--- src/rtl/round_key_add_stage_pkg.sv ---
// round_key_add_stage_pkg: shared AES widths and skid buffer state encoding
package round_key_add_stage_pkg;
  localparam int AES_BLOCK = 128;
  typedef enum logic [1:0] {EMPTY, ONE, TWO} skid_state_e;
endpackage

--- src/rtl/round_key_add_stage_if.sv ---
// round_key_add_stage_if: key write port plus input/output valid-ready block streams
interface round_key_add_stage_if #(
  parameter int BLOCK_LENGTH = 128,
  parameter int KEY_SEL_W    = 1,
  parameter int TAG_WIDTH    = 4
);
  logic                    key_wr_en;
  logic [KEY_SEL_W-1:0]    key_wr_sel;
  logic [BLOCK_LENGTH-1:0] key_wr_data;
  logic                    in_valid;
  logic                    in_ready;
  logic [BLOCK_LENGTH-1:0] in_data;
  logic [KEY_SEL_W-1:0]    in_key_sel;
  logic [TAG_WIDTH-1:0]    in_tag;
  logic                    out_valid;
  logic                    out_ready;
  logic [BLOCK_LENGTH-1:0] out_data;
  logic [TAG_WIDTH-1:0]    out_tag;
  modport master (
    output key_wr_en, key_wr_sel, key_wr_data, in_valid, in_data, in_key_sel, in_tag, out_ready,
    input  in_ready, out_valid, out_data, out_tag
  );
  modport slave (
    input  key_wr_en, key_wr_sel, key_wr_data, in_valid, in_data, in_key_sel, in_tag, out_ready,
    output in_ready, out_valid, out_data, out_tag
  );
endinterface

--- src/rtl/round_key_add_stage_skid.sv ---
// round_key_add_stage_skid: generic 2-entry valid/ready skid buffer with registered in_ready
module round_key_add_stage_skid
  import round_key_add_stage_pkg::*;
#(
  parameter int WIDTH = 132
) (
  input  logic             clk,
  input  logic             rst,
  input  logic             in_valid,
  output logic             in_ready,
  input  logic [WIDTH-1:0] in_data,
  output logic             out_valid,
  input  logic             out_ready,
  output logic [WIDTH-1:0] out_data
);
  skid_state_e state_q, state_d;
  logic [WIDTH-1:0] main_q, main_d, skid_q, skid_d;
  logic in_ready_q;
  always_comb begin
    state_d = state_q;
    main_d = main_q;
    skid_d = skid_q;
    case (state_q)
      EMPTY: if (in_valid) begin
        main_d = in_data;
        state_d = ONE;
      end
      ONE: begin
        main_d = in_valid && out_ready ? in_data : main_q;
        skid_d = in_valid && !out_ready ? in_data : skid_q;
        state_d = in_valid && !out_ready ? TWO : !in_valid && out_ready ? EMPTY : ONE;
      end
      TWO: if (out_ready) begin
        main_d = skid_q;
        state_d = ONE;
      end
      default: state_d = EMPTY;
    endcase
  end
  always_ff @(posedge clk) begin
    state_q <= rst ? EMPTY : state_d;
    main_q <= rst ? '0 : main_d;
    skid_q <= rst ? '0 : skid_d;
    in_ready_q <= rst ? 1'b1 : state_d != TWO;
  end
  assign in_ready = in_ready_q;
  assign out_valid = state_q != EMPTY;
  assign out_data = main_q;
endmodule

--- src/rtl/round_key_add_stage.sv ---
// round_key_add_stage: flow-controlled AddRoundKey stage with local key bank, tag passthrough and block counter
module round_key_add_stage
  import round_key_add_stage_pkg::*;
#(
  parameter int BLOCK_LENGTH = AES_BLOCK,
  parameter int NUM_KEYS     = 2,
  parameter int KEY_SEL_W    = 1,
  parameter int TAG_WIDTH    = 4,
  parameter bit ZERO_IDLE    = 1'b1,
  parameter int CNT_WIDTH    = 16
) (
  input  logic                 clk,
  input  logic                 rst,
  round_key_add_stage_if.slave bus,
  output logic [CNT_WIDTH-1:0] blk_count
);
  localparam int W = BLOCK_LENGTH + TAG_WIDTH;
  logic [BLOCK_LENGTH-1:0] key_q [NUM_KEYS];
  logic [BLOCK_LENGTH-1:0] key_d [NUM_KEYS];
  logic [BLOCK_LENGTH-1:0] key_rd;
  logic [KEY_SEL_W-1:0] rd_sel, wr_sel;
  logic [CNT_WIDTH-1:0] cnt_q, cnt_d;
  logic [W-1:0] stage_out;
  logic out_valid;
  assign rd_sel = bus.in_key_sel;
  assign wr_sel = bus.key_wr_sel;
  always_comb begin
    key_rd = key_q[0];
    for (int k = 1; k < NUM_KEYS; k++) key_rd = int'(rd_sel) == k ? key_q[k] : key_rd;
    for (int k = 0; k < NUM_KEYS; k++) key_d[k] = bus.key_wr_en && int'(wr_sel) == k ? bus.key_wr_data : key_q[k];
    cnt_d = out_valid && bus.out_ready && cnt_q != '1 ? cnt_q + CNT_WIDTH'(1) : cnt_q;
  end
  always_ff @(posedge clk) begin
    cnt_q <= rst ? '0 : cnt_d;
    for (int k = 0; k < NUM_KEYS; k++) key_q[k] <= rst ? '0 : key_d[k];
  end
  round_key_add_stage_skid #(.WIDTH(W)) u_skid (
    .clk      (clk),
    .rst      (rst),
    .in_valid (bus.in_valid),
    .in_ready (bus.in_ready),
    .in_data  ({bus.in_data ^ key_rd, bus.in_tag}),
    .out_valid(out_valid),
    .out_ready(bus.out_ready),
    .out_data (stage_out)
  );
  assign bus.out_valid = out_valid;
  assign {bus.out_data, bus.out_tag} = ZERO_IDLE && !out_valid ? '0 : stage_out;
  assign blk_count = cnt_q;
endmodule

--- src/flat_wrapper.sv ---
// flat-port wrapper written by rule: the top's interface ports become plain ports
module round_key_add_stage_flat import round_key_add_stage_pkg::*;
#(
  parameter int BLOCK_LENGTH = AES_BLOCK,
  parameter int NUM_KEYS     = 2,
  parameter int KEY_SEL_W    = 1,
  parameter int TAG_WIDTH    = 4,
  parameter bit ZERO_IDLE    = 1'b1,
  parameter int CNT_WIDTH    = 16
)
  (clk, rst, blk_count, bus_key_wr_en, bus_key_wr_sel, bus_key_wr_data, bus_in_valid, bus_in_data, bus_in_key_sel, bus_in_tag, bus_out_ready, bus_in_ready, bus_out_valid, bus_out_data, bus_out_tag);
  round_key_add_stage_if #(.BLOCK_LENGTH(BLOCK_LENGTH), .KEY_SEL_W(KEY_SEL_W), .TAG_WIDTH(TAG_WIDTH)) bus_i ();
  input  logic clk;
  input  logic rst;
  output logic [CNT_WIDTH-1:0] blk_count;
  input wire logic [$bits(bus_i.key_wr_en)-1:0] bus_key_wr_en;
  input wire logic [$bits(bus_i.key_wr_sel)-1:0] bus_key_wr_sel;
  input wire logic [$bits(bus_i.key_wr_data)-1:0] bus_key_wr_data;
  input wire logic [$bits(bus_i.in_valid)-1:0] bus_in_valid;
  input wire logic [$bits(bus_i.in_data)-1:0] bus_in_data;
  input wire logic [$bits(bus_i.in_key_sel)-1:0] bus_in_key_sel;
  input wire logic [$bits(bus_i.in_tag)-1:0] bus_in_tag;
  input wire logic [$bits(bus_i.out_ready)-1:0] bus_out_ready;
  output wire logic [$bits(bus_i.in_ready)-1:0] bus_in_ready;
  output wire logic [$bits(bus_i.out_valid)-1:0] bus_out_valid;
  output wire logic [$bits(bus_i.out_data)-1:0] bus_out_data;
  output wire logic [$bits(bus_i.out_tag)-1:0] bus_out_tag;
  assign bus_i.key_wr_en = bus_key_wr_en;
  assign bus_i.key_wr_sel = bus_key_wr_sel;
  assign bus_i.key_wr_data = bus_key_wr_data;
  assign bus_i.in_valid = bus_in_valid;
  assign bus_i.in_data = bus_in_data;
  assign bus_i.in_key_sel = bus_in_key_sel;
  assign bus_i.in_tag = bus_in_tag;
  assign bus_i.out_ready = bus_out_ready;
  assign bus_in_ready = bus_i.in_ready;
  assign bus_out_valid = bus_i.out_valid;
  assign bus_out_data = bus_i.out_data;
  assign bus_out_tag = bus_i.out_tag;
  round_key_add_stage #(.BLOCK_LENGTH(BLOCK_LENGTH), .NUM_KEYS(NUM_KEYS), .KEY_SEL_W(KEY_SEL_W), .TAG_WIDTH(TAG_WIDTH), .ZERO_IDLE(ZERO_IDLE), .CNT_WIDTH(CNT_WIDTH)) u_core (.clk(clk), .rst(rst), .bus(bus_i), .blk_count(blk_count));
endmodule
--- config.mk ---
export PLATFORM = sky130hd
export DESIGN_NAME = round_key_add_stage_flat
export DESIGN_NICKNAME = d
export VERILOG_FILES = /design/src/rtl/round_key_add_stage_pkg.sv /design/src/rtl/round_key_add_stage_if.sv /design/src/rtl/round_key_add_stage_skid.sv /design/src/rtl/round_key_add_stage.sv /design/src/flat_wrapper.sv
export SDC_FILE = /design/constraint.sdc
export NUM_CORES = 1
export LEC_CHECK = 0
export CORE_UTILIZATION = 30
export DETAILED_ROUTE_END_ITERATION = 12
export GPL_ROUTABILITY_DRIVEN = 0
export GPL_TIMING_DRIVEN = 0
export PLACE_DENSITY_LB_ADDON = 0.12
export SYNTH_ARGS = -nofsm -noshare
export SYNTH_HDL_FRONTEND = slang
export SYNTH_SLANG_ARGS = --single-unit
--- constraint.sdc ---
create_clock -name clk -period 1.8 [get_ports clk]
set_clock_uncertainty 0.05 [all_clocks]
set_input_delay 0.36 -clock clk [delete_from_list [all_inputs] [get_ports clk]]
set_output_delay 0.36 -clock clk [all_outputs]
set_load 0.005 [all_outputs]
==> key figures, run 1 <==
Place
  – IO buf count: 414
  – DP Cell Count: 4398
  – Post-detail-place hpwl: 61.11 mm

Power
  – Power share of the sequential group: 42.1%
  – Leak: 12.81 nW
  – Max VDD drop: 0.7413 mV
  – Internal: roughly 23 mW
  – PwrDens: around 940 mW/mm2
  – Clock share of power: roughly 41%
  – Logic pwr share: 16.4%
  – Sw Pwr: 8.059 mW
  – Total chip power: 30.75 mW
  – Sw Share: 26.21%

Die
  – Die W: around 280 um
  – Core ar.: about 0.076 mm2
  – Total die area: 0.07786 mm2
  – Boundary Pins: 417
  – DIE HEIGHT: 279.0 um
  – Rows: 101
  – Initial core utilization: 30.31%

Clock network
  – Clock root buffer: clkbuf_16
  – Cts bufs inserted: between 60 and 70
  – CTS Hold Bufs: 0
  – H-tree depth: 2
  – CTS tree: done
  – Worst skew pair latency: ~0.63 ns
  – Clk slew on worst S/H paths: 0.06 ns
  – CTS Sinks: 539
  – Deepest clock path buffer count: 3

Drt
  – Via count: ~22000
  – Final WL: 87.77 mm
  – DR WL/cell: about 19 um
  – Initial DRC Count: 1236
  – Routed vias/inst: 4.701
  – Antenna-violating nets left: 0
  – DR pass1 iterations: 5
  – # DRC: 0

STA
  – Fmax: about 420 MHz
  – Max-slew headroom: 44.23%
  – Worst Max-Slew Pin Slew: approximately 0.84 ns
  – Setup TNS: -77.99 ns
  – RSZ-0062 raised after global routing: true
  – Slew Limit Fails: 0
  – Post-layout minimum cycle time: ~2.4 ns
  – Fin crit share: 133.8%
  – Final setup vio count: 234
  – Worst Slack Setup Final: -0.6086 ns
  – Final hold vios: 0

Global routing
  – GR Overflow Total: 0
  – Largest net degree at the start of global routing: 16
  – Initial antenna violation count: 7
  – Vias in the first global route: around 21000
  – First-pass GRT wire length: 127.4 mm
  – Tot GR Track Use: 21.56%

Worst setup path
  – Worst setup EP type: primary output
  – Critical R2R Launch: u_core.u_skid.state_q[0]$_SDFF_PP0_
  – R2R depth: 10
  – Reg-to-reg setup timing slack: -0.21 ns
  – CP Max Fanout: 6
  – Worst reg2reg endpoint: u_core.u_skid.out_data[57]$_SDFFE_PP0P_
  – Critical path arrival: 2.00 ns
  – CP Class: flip-flop to primary output
  – CP required: around 1.4 ns
  – Setup crit start kind: flip-flop

Synthesis
  – Post-Syn Area: 0.02302 mm2
  – Count of cell types in the netlist: 42
  – Simple-gate share of the synthesized area: 22.72%
  – Post-Synth XOR/XNOR Area: 4.907%
  – Synthesized flop and latch total: between 500 and 600
  – Syn_area_per_cell: slightly below 8 um2
  – Syn_nets: about 3200
  – Compound-Gate Fraction of Synth Area: between 10% and 20%
  – Number of flops mapped to enable cells by yosys: 0
  – Post-Synth Adder-Cell Area: 0.1630%
  – Dominant cells by area after synthesis: dfxtp_1 (47%), nand2_1 (17%), a21oi_1 (8.6%), mux2i_1 (5.7%), xnor2_1 (4.9%)
  – Ys async rst share: 0%
  – Predominant post-synthesis flop cell: dfxtp_1
  – Largest family of logic cells by synthesized area: simple AND/OR/NAND/NOR gates
  – Area leader, netlist: dfxtp_1
  – Syn. warnings: 0
  – Fraction of synthesized area in multiplexers: around 5.8%
  – Synthesized instance count: between 2000 and 3000
  – Yosys top cell area share: between 40% and 50%
  – Post-synthesis sequential area ratio: a little under half

Min path
  – Hold/Removal Path Class: input port to flip-flop
  – WHS Path Cells: 3
  – Hold EP: u_core.blk_count[0]$_SDFFE_PP0P_
  – Worst hold start: rst

Finish
  – Final #Nets: 3787
  – Share of cells above drive strength 1: 17.15%
  – Fill count: 7833
  – P&R area growth vs syn: 42.67%
  – Final non-filler cell total: around 4600

Run status
  – Status: finished, violations left
  – Failing checks: setup timing

Flow run
  – Max-Cap Viols: 0
final cells by class:
type	count	area, um2	share of cell area, %
clock inverters	21	269.0	0.8190
well taps	1030	1289	3.923
diodes	3	7.507	0.02285
flip-flops and latches	539	10810	32.92
inverters	4	15.01	0.04571
plain buffers	228	1570	4.780
repair buffers	508	5460	16.62
multi-input cells	2175	11690	35.58
clock buffers	87	1734	5.279
layer usage:
| layer | routed length, um | GRT usage, % |
|---|---|---|
| met2 | 41540 | 35.64 |
| met1 | 40690 | 29.35 |
| met4 | 2444 | 6.551 |
| met3 | 3096 | 2.410 |
| met5 | 0 | 0 |
power groups by stage:
stage / clock, mW / combinational (mW) / sequential, mW
floorplan: 0 / 2.11 / 13.1
finish: 12.7 / 5.05 / 13.0
detailed placement: 0 / 4.05 / 13.2
global placement: 0 / 4.04 / 13.2
global route: 13.5 / 5.46 / 13.0
CTS: 13.0 / 4.77 / 13.0
cell families after synthesis:
kind of cell               Yosys count
adders and majority gates            3
and+or+nand+nor                   1273
buffers and inverters              239
DFF                                539
AOI/OAI and AO/OA                  637
xor gates and xnor gates           129
muxes                              133
registers in the layout, indices dropped and copies added (netlist names):
signal and count:
u_core.blk_count 16, u_core.key_q 256, u_core.u_skid.in_ready 1, u_core.u_skid.out_data 132, u_core.u_skid.skid_q 132, u_core.u_skid.state_q 2
repair_timing:
item / 4_1_cts / 5_1_grt
setup buffers: 29 / 38
endpoints found under the setup margin: 609 / 560
gates cloned: 19 / 8
gates resized for setup: 866 / 291
pin swaps: 84 / 42
Yosys cell counts, drive strengths merged, types with 5 or more instances:
| cell type | number |
|---|---|
| nand4 | 6 |
| and2 | 134 |
| clkbuf | 170 |
| xnor2 | 128 |
| dfxtp | 539 |
| nand3 | 5 |
| buf | 65 |
| a31oi | 89 |
| nor2 | 52 |
| a21oi | 397 |
| mux2i | 131 |
| o21ai | 94 |
| a311oi | 44 |
| nand2 | 1050 |
| or3 | 6 |
worst max-delay path by stage:
| stage | from | endpoint | slack (ns) | cells after the start |
|---|---|---|---|---|
| 2_1_floorplan | u_core.blk_count[1]$_SDFFE_PP0P_ | u_core.blk_count[14]$_SDFFE_PP0P_ | 0.01 | 5 |
| 3_3_place_gp | u_core.u_skid.state_q[0]$_SDFF_PP0_ | bus_out_data[82] | -2.08 | 7 |
| 3_5_place_dp | u_core.u_skid.state_q[1]$_SDFF_PP0_ | bus_out_data[82] | -2.08 | 7 |
| 4_1_cts | u_core.u_skid.state_q[0]$_SDFF_PP0_ | bus_out_data[115] | -0.68 | 6 |
| 5_1_grt | u_core.u_skid.state_q[1]$_SDFF_PP0_ | bus_out_data[115] | -0.68 | 6 |
| 6_report | u_core.u_skid.state_q[1]$_SDFF_PP0_ | bus_out_data[115] | -0.61 | 6 |
stage by stage:
| stage | setup WS, ns | hold slack (ns) | utilization, % | cell area, um2 |
|---|---|---|---|---|
| final | -0.6086 | 0.1973 | 43.25 | 32850 |
| after floorplan | 0.01307 | 0.3857 | - | 23030 |
| after global placement | -2.084 | 0.3910 | 37.47 | 28460 |
| after CTS | -0.6814 | 0.1744 | 42.18 | 32040 |
| after global routing | -0.6752 | 0.2423 | 43.24 | 32840 |
| after detailed placement | -2.084 | 0.3961 | 37.51 | 28490 |
cell usage in the layout (no fill, tap or decap), drive strengths merged, types with 89 or more instances in the layout:
| master | Yosys | final |
|---|---|---|
| a21oi | 397 | 397 |
| a31oi | 89 | 89 |
| and2 | 134 | 134 |
| buf | 65 | 251 |
| clkbuf | 170 | 286 |
| clkdlybuf4s50 | 0 | 262 |
| dfxtp | 539 | 539 |
| mux2i | 131 | 131 |
| nand2 | 1050 | 1050 |
| o21ai | 94 | 94 |
| xnor2 | 128 | 128 |
worst max-delay path: stages (launching register included):
cell and delay [ns]:
dfxtp_4 0.34, or2_4 0.32, clkbuf_16 0.19, buf_8 0.13
buf_8 0.12, and2_4 0.16, buf_6 0.11
(Power assumes the default switching activity.)
==> run 2, diff against run 1 <==
- CTS_BUF_LIST: default -> sky130_fd_sc_hd__clkbuf_8
- SKIP_CTS_REPAIR_TIMING: default -> 1
==> key figures, run 2 (synthesis results as in run 1) <==
Finish
  – Share of cells above drive strength 1: about 15%
  – Final #Nets: between 3000 and 4000
  – Reg with most FFs: u_core.key_q
  – Max reg flops: around 260
  – Fill count: between 7000 and 8000
  – Final Core Density: 41.76%
  – Most frequent cells in the layout: nand2_1 (1049), dfxtp_1 (537), a21oi_1 (397)
  – Commonest non-fill, non-tap cell in the layout: nand2_1
  – P&R area growth vs syn: 37.77%

Global routing
  – GR Overflow Total: 0
  – Tot GR Track Use: 21.22%
  – First-pass GRT wire length: 125.4 mm
  – Vias in the first global route: 20580
  – Initial antenna violation count: 7
  – Largest net degree at the start of global routing: 14

Drt
  – DR WL/cell: 18.80 um
  – Antenna-violating nets left: 0
  – # DRC: 0
  – Final WL: a little under 90 mm
  – Routed vias/inst: 4.695
  – Via count: 21650
  – DR pass1 iterations: 5
  – Initial DRC Count: 1240

Min path
  – WHS Path Cells: 3
  – Hold/Removal Path Class: input port to flip-flop
  – Worst hold start: bus_out_ready
  – Hold EP: u_core.u_skid.in_ready$_SDFF_PP1_

Place
  – Post-detail-place hpwl: 61.11 mm
  – IO buf count: 414

Power
  – PwrDens: 919.7 mW/mm2
  – Total chip power: 29.17 mW
  – Leak: roughly 12 nW
  – Max VDD drop: a little over 0.4 mV

STA
  – Fin crit share: 143.3%
  – Final hold vios: 0
  – Max-slew headroom: 19.08%
  – Post-layout minimum cycle time: 2.579 ns
  – RSZ-0062 raised after global routing: true
  – Worst Max-Slew Pin Slew: 1.214 ns
  – Slew Limit Fails: 0
  – Worst Slack Setup Final: -0.7792 ns
  – Fmax: 387.7 MHz
  – Hold slack: 0.08444 ns
  – Final setup vio count: 352

Clock network
  – Worst skew pair latency: 0.69 ns
  – H-tree depth: 3
  – Clock root buffer: clkbuf_8
  – CTS Sinks: 539
  – Deepest clock path buffer count: 3
  – Cts bufs inserted: 98
  – CTS tree: done
  – Clk slew on worst S/H paths: 0.06 ns

Worst setup path
  – Critical path arrival: between 2 and 2.5 ns
  – Worst setup EP type: primary output
  – CP Max Fanout: 7
  – CP required: 1.39 ns
  – Critical R2R Launch: u_core.u_skid.state_q[0]$_SDFF_PP0_
  – Worst reg2reg endpoint: u_core.u_skid.out_data[23]$_SDFFE_PP0P_
  – R2R depth: 7
  – Setup crit start kind: flip-flop
  – CP Class: flip-flop to primary output
  – Reg-to-reg setup timing slack: -0.37 ns

Run status
  – Status: finished, violations left
  – Failing checks: setup timing

Die
  – Initial core utilization: about 30%
  – Rows: 101
  – Core ar.: 0.07595 mm2
  – DIE HEIGHT: between 200 and 300 um
  – Total die area: 0.07786 mm2
  – Die W: 279.0 um
  – Boundary Pins: ~420

Flow run
  – Max-Cap Viols: 0
run 2: metrics by stage:
step / setup WS (ns) / area (um2) / instances / setup TNS, ns
after floorplan: 0.01307 / 23030 / 2953 / 0
after global placement: -2.084 / 28460 / 4397 / -806.94
after detailed placement: -2.084 / 28490 / 4398 / -740.19
after CTS: -2.857 / 30430 / 4570 / -512.09
after global routing: -0.8446 / 31720 / 4611 / -156.72
final: -0.7792 / 31720 / 4612 / -124.80
run 2: cell type report:
cell class | instances | area (um2) | share of cell area [%]
Multi-Input combinational cell | 2175 | 11600 | 36.57
Inverter | 4 | 15.01 | 0.04734
Clock inverter | 49 | 250.2 | 0.7889
Antenna cell | 4 | 10.01 | 0.03156
Buffer | 233 | 1381 | 4.355
Timing Repair Buffer | 455 | 4688 | 14.78
Clock buffer | 123 | 1693 | 5.337
Tap cell | 1030 | 1289 | 4.063
Sequential cell | 539 | 10790 | 34.03
run 2: how the worst max path moves through the flow:
stage                                        start                                 to  cells past startpoint
4_1_cts        u_core.u_skid.state_q[1]$_SDFF_PP0_                   bus_out_data[82]                      7
6_report       u_core.u_skid.state_q[0]$_SDFF_PP0_                   bus_out_data[75]                      7
2_1_floorplan     u_core.blk_count[1]$_SDFFE_PP0P_  u_core.blk_count[14]$_SDFFE_PP0P_                      5
3_5_place_dp   u_core.u_skid.state_q[1]$_SDFF_PP0_                   bus_out_data[82]                      7
3_3_place_gp   u_core.u_skid.state_q[0]$_SDFF_PP0_                   bus_out_data[82]                      7
5_1_grt        u_core.u_skid.state_q[0]$_SDFF_PP0_                   bus_out_data[73]                      7
run 2: per-layer routing:
metal	vias to the layer above	track usage, %	wire [um]
li1	10910	-	-
met1	10150	28.31	39490
met2	492	35.13	41350
met3	107	2.937	3782
met4	0	6.988	2064
met5	-	0	0
run 2: critical path, stage by stage, from the launching register on:
cell       delay [ns]
dfxtp_2          0.31
buf_6            0.12
or2_4            0.34
buf_12           0.18
buf_8            0.12
clkbuf_16        0.15
and2_4           0.15
buf_6            0.11
run 2: power by group:
group / total, mW / internal [mW] / switching [mW]
Combinational: 4.60 / 2.22 / 2.39
Clock: 11.6 / 6.27 / 5.34
Sequential: 13.0 / 12.6 / 0.342
